[src/rtl/seq_match_logger.sv]
// seq_match_logger: timestamps detections from an upstream serial pattern detector.
//
// Each enabled clock advances a bit-position counter. A detect pulse captures the
// position of that same bit into a small FIFO for a host reader. The block also
// keeps a saturating match count and flags matches spaced closer than MIN_GAP bits.
//
// Ports:
//   clk         system clock, rising edge
//   reset       asynchronous active-high reset
//   en          stream-advance qualifier, one serial bit per enabled cycle
//   clear       synchronous clear of counters, FIFO and flags (rd_data holds)
//   det_in      detect pulse from upstream detector
//   rd_en       pop request from reader
//   rd_data     popped bit position, registered
//   rd_valid    one-cycle strobe qualifying rd_data
//   empty       FIFO holds zero entries
//   full        FIFO holds DEPTH entries
//   overflow    sticky: a detection was dropped because the FIFO was full
//   gap_err     sticky: two matches were closer than MIN_GAP bits
//   match_count saturating number of detections seen
module seq_match_logger #(
  parameter int unsigned POS_W   = 8,
  parameter int unsigned CNT_W   = 8,
  parameter int unsigned DEPTH   = 4,
  parameter int unsigned MIN_GAP = 4
) (
  input  logic             clk,
  input  logic             reset,
  input  logic             en,
  input  logic             clear,
  input  logic             det_in,
  input  logic             rd_en,
  output logic [POS_W-1:0] rd_data,
  output logic             rd_valid,
  output logic             empty,
  output logic             full,
  output logic             overflow,
  output logic             gap_err,
  output logic [CNT_W-1:0] match_count
);

  localparam int unsigned AW = (DEPTH > 1) ? $clog2(DEPTH) : 1;
  localparam logic [AW:0] DepthCnt = (AW + 1)'(DEPTH);
  localparam logic [POS_W-1:0] MinGapPos = POS_W'(MIN_GAP);

  logic [POS_W-1:0] mem [DEPTH];

  logic [POS_W-1:0] pos_q;
  logic [POS_W-1:0] last_pos_q;
  logic             have_last_q;
  logic [AW-1:0]    wr_ptr_q;
  logic [AW-1:0]    rd_ptr_q;
  logic [AW:0]      count_q;
  logic [AW:0]      count_d;
  logic [POS_W-1:0] rd_data_q;
  logic             rd_valid_q;
  logic             empty_q;
  logic             full_q;
  logic             overflow_q;
  logic             gap_err_q;
  logic [CNT_W-1:0] match_count_q;

  logic             capture;
  logic             pop;
  logic             push;
  logic             drop;
  logic [POS_W-1:0] diff;
  logic             too_close;

  // A detection only counts when the stream advances on this cycle.
  assign capture = en & det_in;
  assign pop     = rd_en & ~empty_q;
  // A full FIFO still accepts a push when a pop frees a slot in the same cycle.
  assign push    = capture & (~full_q | pop);
  assign drop    = capture & full_q & ~pop;

  // Modular subtraction handles spacing across the position-counter wrap.
  assign diff      = pos_q - last_pos_q;
  assign too_close = have_last_q & (diff < MinGapPos);

  always_comb begin
    count_d = count_q;
    unique case ({push, pop})
      2'b10:   count_d = count_q + (AW + 1)'(1);
      2'b01:   count_d = count_q - (AW + 1)'(1);
      default: count_d = count_q;
    endcase
  end

  // Storage needs no reset; occupancy is tracked by the pointers and count.
  always_ff @(posedge clk) begin
    if (push && !clear) begin
      mem[wr_ptr_q] <= pos_q;
    end
  end

  always_ff @(posedge clk or posedge reset) begin
    if (reset) begin
      pos_q         <= '0;
      last_pos_q    <= '0;
      have_last_q   <= 1'b0;
      wr_ptr_q      <= '0;
      rd_ptr_q      <= '0;
      count_q       <= '0;
      rd_data_q     <= '0;
      rd_valid_q    <= 1'b0;
      empty_q       <= 1'b1;
      full_q        <= 1'b0;
      overflow_q    <= 1'b0;
      gap_err_q     <= 1'b0;
      match_count_q <= '0;
    end else if (clear) begin
      // rd_data deliberately holds across a clear.
      pos_q         <= '0;
      last_pos_q    <= '0;
      have_last_q   <= 1'b0;
      wr_ptr_q      <= '0;
      rd_ptr_q      <= '0;
      count_q       <= '0;
      rd_valid_q    <= 1'b0;
      empty_q       <= 1'b1;
      full_q        <= 1'b0;
      overflow_q    <= 1'b0;
      gap_err_q     <= 1'b0;
      match_count_q <= '0;
    end else begin
      if (en) begin
        pos_q <= pos_q + POS_W'(1);
      end
      if (push) begin
        wr_ptr_q <= wr_ptr_q + AW'(1);
      end
      if (pop) begin
        rd_ptr_q  <= rd_ptr_q + AW'(1);
        rd_data_q <= mem[rd_ptr_q];
      end
      rd_valid_q <= pop;
      count_q    <= count_d;
      empty_q    <= (count_d == '0);
      full_q     <= (count_d == DepthCnt);
      if (drop) begin
        overflow_q <= 1'b1;
      end
      if (capture) begin
        if (match_count_q != {CNT_W{1'b1}}) begin
          match_count_q <= match_count_q + CNT_W'(1);
        end
        if (too_close) begin
          gap_err_q <= 1'b1;
        end
        have_last_q <= 1'b1;
        last_pos_q  <= pos_q;
      end
    end
  end

  assign rd_data     = rd_data_q;
  assign rd_valid    = rd_valid_q;
  assign empty       = empty_q;
  assign full        = full_q;
  assign overflow    = overflow_q;
  assign gap_err     = gap_err_q;
  assign match_count = match_count_q;

endmodule

[config.mk]
export PLATFORM = sky130hd
export DESIGN_NAME = seq_match_logger
export DESIGN_NICKNAME = d
export VERILOG_FILES = /design/src/rtl/seq_match_logger.sv
export SDC_FILE = /design/constraint.sdc
export NUM_CORES = 1
export LEC_CHECK = 0
export BUFFER_PORTS_ARGS = -buffer_cell sky130_fd_sc_hd__buf_2
export CORE_MARGIN = 3
export CORE_UTILIZATION = 40
export CTS_CLUSTER_DIAMETER = 120
export DETAILED_ROUTE_END_ITERATION = 7
export PLACE_DENSITY = 0.62
export REMOVE_ABC_BUFFERS = 1
export SLEW_MARGIN = 15
export SYNTH_ARGS = -nofsm -noshare
export SYNTH_HDL_FRONTEND = slang
export SYNTH_SLANG_ARGS = --single-unit
[constraint.sdc]
create_clock -name clk -period 5.36 [get_ports clk]
set_input_delay 0.536 -clock clk [delete_from_list [all_inputs] [get_ports clk]]
set_output_delay 0.536 -clock clk [all_outputs]
set_load 0.02 [all_outputs]
Word level (Yosys, flattened, before mapping):

Memories as Yosys holds them, arrays and structs flattened. A register that Yosys moved wholly into a read port is not among the register bits.
Index checks and enable logic that the tools add are counted.

* memory bits (read-only): 0
* input port bits: 6
* register bits: 37
* memory bits (writable): 32
* bits in latches: 0
* output and inout port bits: 21
* memories kept: 1
* logic and storage cells: 74

* shift operators: 0
* $mul: 0
* div/mod/pow operators: 0
* bitwise logic cells: 11
* reduce and logical (&&, ||, !) cells: 13
* eq/ne operators: 4
* add/sub/neg operators: 7
* mux-type cells: 25
* $lt $le $gt $ge: 1

Memories
* mem: depth 4, width 8, rd ports 1, clocked after memory_dff 1, write ports 1, RTL line 46 `logic [POS_W-1:0] mem [DEPTH];`

Operators with widths (number)
* 8-bit 2-to-1 mux: 7
* 8-bit by 1-bit adder with 8-bit output, second input constant: 2
* 2-bit nonzero test: 7
* 1-bit 2-to-1 mux: 12
* 8-bit by 3-bit less-than comparator with 1-bit output, second input constant: 1
* 2-bit 2-to-1 mux: 4
* 8-bit != test, second input constant: 1
* 8-bit subtractor: 1
* 1-bit AND: 6
* 3-bit one-hot mux with 2 select lines: 1
* 2-bit AND reduction: 3
* 2-bit by 1-bit adder with 2-bit output, second input constant: 2
* 1-bit NOT: 4
* 3-bit by 1-bit adder with 3-bit output, second input constant: 1
* 3-bit equality test, second input constant: 1
* 3-bit logical NOT: 1
* 3-bit 2-to-1 mux: 1
* 3-bit by 1-bit subtractor with 3-bit output, second input constant: 1
* 2-bit by 1-bit equality test with 1-bit output, second input constant: 1
* 2-bit equality test, second input constant: 1
* 1-bit logical AND: 1
* 1-bit logical NOT: 1
* 1-bit bitwise OR: 1

Longest topological paths before layout:

* word-level depth: 8
* gate-level depth with buffers: 11
* gate-level depth less buffers: 9

Worst setup path before layout:

Ideal clock, no wire load.

* path kind: input-to-reg
* from: input en
* to: register full_q, in the netlist full
* cell stages on the path: 11
* library setup time: 66 ps
* data arrival time: 2450 ps
* slack: 2844 ps
* path through: buf_6 nand2_4 buf_2 a21oi_2 inv_1 ha_1 fa_1 xnor2_1 or3_1 a21oi_1 and2_1

* word-level cells in the longest chain between the ends: 6
* elaborated cells between the ends (all ways): 7
* classes of those cells: eq/ne: 3; mux: 2; bitwise: 2

Ends and longest elaborated chain
* from (decl): RTL line 29 `input logic en,`
* 1-bit AND (*): RTL line 71 `assign capture = en & det_in;`
* 1-bit AND (*): RTL line 74 `assign push = capture & (~full_q | pop);`
* 2-bit by 1-bit equality test with 1-bit output or 2-bit equality test (tied branches): RTL line 83 `unique case ({push, pop})`
* 3-bit one-hot mux with 2 select lines (*): RTL line 83
* 3-bit equality test (*): RTL line 140 `full_q <= (count_d == DepthCnt);`
* 1-bit 2-to-1 mux (*): RTL line 112 `end else if (clear) begin`
* to (signal assigned): RTL line 140
* to (decl): RTL line 58 `logic full_q;`

Mark *: on every way between the ends. The rest lies on a longest branch, timed or not.
A chain may end at the register's enable or synchronous reset.

Final worst setup path:

* from: register empty_q, in the netlist empty
* to: register full_q, in the netlist full

* word-level cells in the longest chain between the ends: 8
* elaborated cells between the ends (all ways): 9
* classes of those cells: eq/ne: 3; mux: 2; bitwise: 4

Ends and longest elaborated chain
* from (decl): RTL line 57 `logic empty_q;`
* from (signal assigned): RTL line 139 `empty_q <= (count_d == '0);`
* 1-bit NOT (*): RTL line 72 `assign pop = rd_en & ~empty_q;`
* 1-bit AND (*): RTL line 72
* 1-bit bitwise OR: RTL line 74
* 1-bit AND: RTL line 74
* 2-bit by 1-bit equality test with 1-bit output or 2-bit equality test (tied branches): RTL line 83
* 3-bit one-hot mux with 2 select lines (*): RTL line 83
* 3-bit equality test (*): RTL line 140
* 1-bit 2-to-1 mux (*): RTL line 112

Marked as above.

==> results.py <==
metrics = {
    "power": {
        "power_w": 0.00133,
        "p_sw_frac": 0.298,
        "p_per_area_nw_per_um2": 342,
        "power_frac_comb": 0.158,
        "p_leak_nw": 1.67,
        "p_clk_frac": 0.321,
        "ir_drop_mv": 0.188,
        "p_switching_w": 0.000397,
        "p_int_w": 0.000934,
        "p_seq_frac": 0.522,
    },
    "critical_path": {
        "reg2regPathDepth": 9,
        "critical_path_peak_fanout": 4,
        "crit_path_start": "empty$_DFF_PP1_",
        "worstSetupPathType": "reg -> reg",
        "end_kind": "flip-flop",
        "timing.rr.end": "full$_DFF_PP0_",
        "cp_data_required_time_ns": 5.66,
        "critPathLaunchType": "flip-flop",
        "r2r_start": "empty$_DFF_PP1_",
        "arrival_ns": 2.69,
        "r2r_slack_ns": 2.97,
        "worstSetupEndpoint": "full$_DFF_PP0_",
    },
    "layout": {
        "nets": 324,
        "mostFrequentLayoutCells": "dfrtp_1, edfxtp_1, nor2_1",
        "diodes": 0,
        "nFillCells": 764,
        "layout_commonest_cell": "dfrtp_1",
        "fin_area_um2": 3890,
        "layout-drive-gt1-share": 0.220,
        "syn_to_final_growth_pct": 11.7,
    },
    "floorplanning": {
        "initial_core_util": 0.418,
        "core-area_um2": 8340,
        "rows": 33,
        "die_h_um": 99.4,
        "die_w_um": 99.4,
        "ios": 27,
        "die_area_um2": 9880,
    },
    "timing": {
        "finalSetupViolCount": 0,
        "final_max_slew_viol_count": 0,
        "worst_slew_pin_slew_ns": 0.986,
        "slew_headroom": 0.342,
        "holdWs_ns": 0.400,
        "hold_viol": 0,
        "fin_setup_tns_ns": 0,
        "max_freq_mhz": 419,
        "clock_skew_ns": 0.00992,
        "fin_crit_ns": 2.39,
        "rsz0062_at_grt": "no",
        "period_share": 0.446,
    },
    "clocking": {
        "cts_tree": "done",
        "cts.clk_slew.worst_paths_ns": 0.10,
        "cts.repair.resized": 0,
        "clock_latency_ns": 0.36,
        "cts_sinks": 77,
        "cts_hold_buffers": 0,
        "cts.htree.levels": 3,
        "cts_made_buffers": 9,
        "cts_setup_buffers": 0,
        "cts_max_path_buffers": 2,
        "cts-root-buf": "clkbuf_8",
    },
    "placed_design": {
        "place_congestion": 0.742,
        "dpl.hpwl_mm": 4.02,
        "placed_area_um2": 3710,
        "port_buffers": 26,
    },
    "grt": {
        "grt_use_total": 0.139,
        "grt_pass1_vias": 2085,
        "grt_pass1_wl_mm": 10.5,
        "overflow": 0,
        "grt_max_degree": 46,
        "antenna_found_initial": 0,
    },
    "detailed_routing": {
        "ant_nets": 0,
        "wire_per_inst_um": 15.0,
        "vias_per_cell": 5.10,
        "drc": 0,
        "drt_iter0_markers": 140,
        "dr.pass1.iters": 4,
        "vias": 2113,
        "drt_wl_total_mm": 6.20,
    },
    "logic_synthesis": {
        "ys.flop_type": "dfrtp_1",
        "synth.largest_area_cell": "dfrtp_1",
        "synth_area_leaders": "dfrtp_1, edfxtp_1, mux4_2",
        "syn_avg_cell_area_um2": 12.6,
        "synth_seq_cells": 77,
        "syn-cell-area_um2": 3490,
        "async_reset_ff_frac": 0.584,
        "ys_warn_count": 0,
        "ys_types": 41,
        "synth-edff-count": 32,
        "synth_top_area_share": 0.316,
        "netlist_instances": 276,
        "seq_area_frac_synth": 0.599,
    },
    "min_path": {
        "min_path_type": "in -> async",
    },
    "job": {
        "max_cap_viol_count": 0,
    },
    "outcome": {
        "status": "finished, final reports clean",
    },
}
[cell type report]
cell class,count,area [um^2],share of cell area
sequential,77,2090,0.536
multi-input combinational,177,1310,0.336
tap,105,131,0.0337
timing repair buffer,26,130,0.0334
clock buffer,9,124,0.0318
clock inverter,7,65.1,0.0167
inverter,13,48.8,0.0125
[power by group through the flow]
stage,Combinational [W],Sequential (W),Clock [W]
after floorplan,0.000108,0.000747,0
after global placement,0.000211,0.000708,0
after detailed placement,0.000213,0.000710,0
after CTS,0.000214,0.000697,0.000439
after global routing,0.000229,0.000704,0.000462
final,0.000210,0.000694,0.000427
[how the worst min path moves through the flow]
stage | start | slack (ns) | depth (start not counted) | endpoint
floorplan | have_last_q$_DFFE_PP0P_ | 0.46 | 2 | have_last_q$_DFFE_PP0P_
detailed placement | have_last_q$_DFFE_PP0P_ | 0.48 | 2 | have_last_q$_DFFE_PP0P_
global placement | have_last_q$_DFFE_PP0P_ | 0.47 | 2 | have_last_q$_DFFE_PP0P_
CTS | reset | 0.44 | 2 | rd_data[4]$_DFFE_PP0P_
finish | reset | 0.40 | 2 | rd_data[4]$_DFFE_PP0P_
global route | reset | 0.49 | 2 | count_q[1]$_DFF_PP0_
[metrics by stage]
stage / util / setup WS [ns] / std cells
floorplan: - / 3.03 / 267
global placement: 0.444 / 2.75 / 398
detailed placement: 0.444 / 2.70 / 398
CTS: 0.467 / 2.94 / 414
global route: 0.467 / 2.81 / 414
finish: 0.467 / 2.97 / 414
[metal layers]
metal / wire [um] / GRT usage / part of all wire
met5: 0 / 0 / 0
met4: 49 / 0.0410 / 0.0079
met3: 255 / 0.0442 / 0.041
met2: 2890 / 0.226 / 0.47
met1: 3010 / 0.180 / 0.48
[synth_stat cells (2+ instances only)]
cell type  number
o21ai_0         8
o22ai_1         2
a21o_1          3
nor2_1         30
nand2_1        25
nand2b_1        4
and3_1          2
clkbuf_1        3
or3_1           5
xnor2_1         6
inv_1          13
ha_1           13
mux2_2          8
nand4_1         8
edfxtp_1       32
mux2i_1         5
xor2_1         10
buf_2           2
dfrtp_1        44
nand3_1         2
mux4_2          8
a21oi_1        17
and2_1          6
buf_1           3
[critical path: stages (launching register included)]
cell and delay (ns):
dfstp_2 0.37, nand2b_1 0.21, a21oi_2 0.24, inv_1 0.09, ha_1 0.22, fa_1 0.38
xnor2_1 0.14, or3_1 0.31, a21oi_1 0.22, and2_1 0.16
[state kept, by name, indices dropped and copies added, names as in the netlist]
signal and cells:
last_pos_q 8, overflow 1, empty 1, have_last_q 1, rd_valid 1, wr_ptr_q 2, full 1, gap_err 1
rd_ptr_q 2, match_count 8, pos_q 8, rd_data 8, count_q 3, mem 32
[cell families after synthesis]
| kind of cell | after synthesis | share of synthesized area |
|---|---|---|
| AO/OA/AOI/OAI | 35 | 0.0570 |
| adder cells (fa/ha/maj) | 14 | 0.0524 |
| flip-flops | 77 | 0.599 |
| multiplexers | 21 | 0.0918 |
| XOR/XNOR | 16 | 0.0402 |
| buffers and inverters | 22 | 0.0265 |
| AND/OR/NAND/NOR | 91 | 0.133 |
Note: power is estimated with default switching activity, not from simulation.
